File: src/rtl/test_monitor_sat_counter.sv
// sat_counter: W-bit up counter with enable and synchronous clear that sticks at all-ones.
//   clk, resetn (async active-low), en_i (count), clr_i (clear, wins over en_i), q_o (count).
module sat_counter #(
   parameter int W = 32
) (
   input  logic         clk,
   input  logic         resetn,
   input  logic         en_i,
   input  logic         clr_i,
   output logic [W-1:0] q_o
);
   logic [W-1:0] q_q, q_d;
   assign q_d = clr_i ? '0 : (en_i && q_q != '1) ? q_q + 1'b1 : q_q;
   assign q_o = q_q;
   always_ff @(posedge clk or negedge resetn)
      if (!resetn) q_q <= '0;
      else q_q <= q_d;
endmodule

File: config.mk
export PLATFORM = sky130hd
export DESIGN_NAME = sat_counter
export DESIGN_NICKNAME = d
export VERILOG_FILES = /design/src/rtl/test_monitor_sat_counter.sv
export SDC_FILE = /design/constraint.sdc
export NUM_CORES = 1
export LEC_CHECK = 0
export ABC_CLOCK_PERIOD_IN_PS = 6690
export BUFFER_PORTS_ARGS = -buffer_cell sky130_fd_sc_hd__clkbuf_2
export CAP_MARGIN = 20
export CELL_PAD_IN_SITES_DETAIL_PLACEMENT = 0
export CELL_PAD_IN_SITES_GLOBAL_PLACEMENT = 2
export CORE_MARGIN = 1.5
export CORE_UTILIZATION = 36
export CTS_CLUSTER_DIAMETER = 60
export DETAILED_ROUTE_END_ITERATION = 10
export PLACE_DENSITY = 0.85
export RECOVER_POWER = 100
export SETUP_SLACK_MARGIN = 0.1
export SLEW_MARGIN = 15
export SYNTH_ARGS = -nofsm -noshare
export SYNTH_HDL_FRONTEND = slang
export SYNTH_SLANG_ARGS = --single-unit
File: constraint.sdc
create_clock -name clk -period 6.69 [get_ports clk]
set_clock_uncertainty 0.2 [all_clocks]
set_input_delay 1.338 -clock clk [delete_from_list [all_inputs] [get_ports clk]]
set_output_delay 1.338 -clock clk [all_outputs]
set_load 0.01 [all_outputs]
; Word-level counts from Yosys, hierarchy flattened
; Cells that the tools add are included.
; W data, S select, Z words.
[op_classes]
add_sub_neg = 1
n_eq_ne = 1
muxes = 2
reduce_logical = 2
[ops]
columns = cell, n
row1 = $mux W32, 2
row2 = $add A32 B1 Y32 const B, 1
row3 = $ne A32 B32 Y1 const B, 1
row4 = $reduce_bool A2 Y1, 1
row5 = $logic_and A1 B1 Y1, 1
[word_totals]
ff_bits = 32
out_inout_bits = 32
word_cells = 7

; Longest topological paths before layout
[depth]
ltp_word = 4
mapped_depth = 8
mapped_depth_nobuf = 6

; Worst setup path before layout
; No wires, ideal clock.
[synth_path]
path_type = input port to flip-flop
startpoint = input port en_i
endpoint = register q_q[31], in the netlist q_o[31]
setup_time_ns = 0.125
t_arrival_ns = 2.548
required_ns = 6.365
slack_ns = 3.817
stages = 6
path_buffers = 1
path_cell_list = and3_1 > nand4_1 > a21o_1 > buf_2 > nor4_1 > mux2_2
[synth_via]
elab_chain_cells = 2
[synth_rtl]
columns = item, line
row1 = start: declaration, 8  ; input logic en_i,
row2 = $logic_and A1 B1 Y1, 13  ; assign q_d = clr_i ? '0 : (en_i && q_q != '1) ? q_q + 1'b1 : q_q;
row3 = $reduce_bool A2 Y1 (no line), --
row4 = end signal: assignment, 17  ; else q_q <= q_d;
row5 = end: declaration, 12  ; logic [W-1:0] q_q, q_d;
; Every way passes these cells.
; A chain may end at the register's enable or synchronous reset.

; Worst setup path after layout
; Same ends and word-level chain as after synthesis.

==> flow_summary.ini <==
[outcome]
outcome = finished with violations
violations = max-capacitance violations, max-slew violations

[worst_setup_path]
path_class = input port to flop
critPathRequiredTime_ns = 6.65
cp_data_arrival_time_ns = 2.96
cp_max_fo = 19
end_kind = flop
cp-start-kind = input port

[clock_tree]
clockRootBuffer = clkbuf_8
cts_resized = 0
cts_buffers = 5
cts_hold_buf = 0
cts.htree.levels = 2
path_clk_slew_ns = 0.07
post_cts_buffers = 0
insertion_delay_ns = 0.28
cts_num_sinks = 32
clk_path_buf_depth = 2
cts_tree = yes

[synthesis]
avgSynthCellArea_um2 = 9.37
ys_seq_area_share_pct = 43.2
synth_cells = 198
ys_ff_latch = 32
synth_ff_type = dfrtp_1
synth_area_um2 = 1850
synth_warnings = 0
synthArstFlopShare_pct = 100
yosysUniqueCellTypes = 42
postSynthNetCount = 203
synth_edf_count = 0

[placed_design]
routabilityCongestion = 0.819
io_buffer_count = 35
dp_hpwl_um = 3000
dp_slack_ns = 3.49

[drt]
routed_wl_um = 4290
vias_per_cell = 5.20
drt_iter0_markers = 95
post_drt_wl_per_cell_um = 14.2
num_vias = 1566
antenna_left = 0
route.detailed.drc = 0
drt_first_pass_iters = 4

[floorplanning]
num_rows = 25
core_area_um2 = 4850
design.die.area_um2 = 5590
die_y_um = 74.8
io_pins = 36
die_x_um = 74.8
start_util_pct = 38.2

[power]
pwr-share-clk_pct = 41.8
power.density_nw_per_um2 = 174
switchingPower_mw = 0.0825
p_leak_nw = 0.834
power_frac_seq_pct = 53.8
ir_worst_vdd_mv = 0.0969
swShare_pct = 22.6
p_comb_share_pct = 4.3
p_int_mw = 0.283

[cells_and_area]
layout_common_cells = clkbuf_1 (36), dfrtp_1 (32), nor2_1 (26), nand3_1 (12)
drive_above_1_share_pct = 8.97
num_antenna_cells = 0
largest_reg_flops = 32
num-nets-final = 238
final_common_cell = clkbuf_1
fillers = 529
area_growth_syn_to_layout_pct = 13.4

[sta]
finalCriticalPeriod_ns = 3.00
whs_ns = 0.399
setup_viol = 0
tightestPinTransition_ns = 1.78
min_period_over_period_pct = 44.8
finalHoldViolCount = 0
rsz0062_at_grt = no
relSlewSlack_pct = -18.5
max_freq_mhz = 334
tns_ns = 0
maxSlewViolCount = 33
worst_slack_ns = 3.69

[worst_hold_path]
hp-class = flop to flop

[global_route]
grt_pass1_wl_um = 6910
grt_pass1_vias = 1421
track_usage_pct = 16.5
antenna_found_initial = 0
grt_overflow = 0
grt_max_degree = 41

[flow_run]
maxCapViolations = 1
[worst paths after layout]
kind | startpoint | end | slack, ns | depth (start not counted)
worst max-delay path | en_i | q_o[31]$_DFFE_PN0P_ | 3.69 | 6
worst min-delay path | q_o[25]$_DFFE_PN0P_ | q_o[25]$_DFFE_PN0P_ | 0.40 | 2
worst max register to register | q_o[0]$_DFFE_PN0P_ | q_o[3]$_DFFE_PN0P_ | 3.92 | 6
worst min register to register | q_o[25]$_DFFE_PN0P_ | q_o[25]$_DFFE_PN0P_ | 0.40 | 2
max in group asynchronous | resetn | q_o[19]$_DFFE_PN0P_ | 3.94 | 1
min in group asynchronous | resetn | q_o[27]$_DFFE_PN0P_ | 1.33 | 1
[layout make-up]
type	instances	area, µm²	area share [%]
inverters	7	26.3	1.25
multi-input cells	152	970	46.1
clock buffers	8	90.1	4.28
repair buffers	35	133	6.31
well taps	67	83.8	3.99
flip-flops and latches	32	801	38.1
[synth_stat cells, types with 2 or more instances]
cell type	number	area, µm²
a211oi_1	5	37.5
a21o_1	3	22.5
a21oi_1	11	55.1
a31o_2	2	17.5
and2_1	3	18.8
and3_1	7	43.8
buf_2	2	10.0
clkbuf_1	4	15.0
dfrtp_1	32	801
inv_1	7	26.3
mux2_2	5	56.3
nand2_1	11	41.3
nand2b_1	2	12.5
nand3_1	12	60.1
nand4_1	6	37.5
nor2_1	26	97.6
nor2b_1	6	37.5
nor3_1	4	20.0
nor4_1	4	25.0
nor4_2	2	25.0
o21ai_0	4	20.0
o31ai_1	3	22.5
or3_1	5	31.3
or4_1	3	22.5
xnor2_1	10	87.6
xor2_1	3	26.3
[worst max-delay path, stage by stage]
cell and delay [ns]:
clkbuf_1 0.14, and3_1 0.26, nand4_1 0.11, a21o_1 0.36, nor4_1 0.38, mux2_2 0.37
[kinds of logic after synthesis]
logic type	after synthesis	synth area share, %
flops	32	43.2
simple gates	99	30.5
xor+xnor	13	6.14
compound gates	32	11.9
mux	7	4.39
buf+inv	14	3.17
fa+ha+maj	1	0.675
[per-layer routing]
layer | vias to the layer above | GRT usage, % | wire length, µm | part of all wire, %
met5 | - | 0 | 0 | 0
met4 | 0 | 5.45 | 33 | 0.77
met3 | 4 | 4.55 | 165 | 3.8
met2 | 29 | 25.1 | 1930 | 45
met1 | 744 | 22.8 | 2160 | 50
li1 | 789 | - | - | -
[power by group through the flow]
stage | Sequential [mW] | Combinational [mW] | Clock, mW
2_1_floorplan | 0.200 | 0.00857 | 0
3_3_place_gp | 0.200 | 0.0174 | 0
3_5_place_dp | 0.200 | 0.0175 | 0
4_1_cts | 0.196 | 0.0175 | 0.160
5_1_grt | 0.196 | 0.0189 | 0.171
6_report | 0.196 | 0.0158 | 0.153
[metrics by stage]
stage	utilization (%)	instance area [µm²]	instances	power (mW)
detailed placement	42.9	2080	293	0.218
global route	43.4	2100	301	0.386
finish	43.4	2100	301	0.365
floorplan	-	1850	198	0.209
CTS	44.8	2170	301	0.374
global placement	42.9	2080	293	0.218
Power figures use the tool's default switching activity.
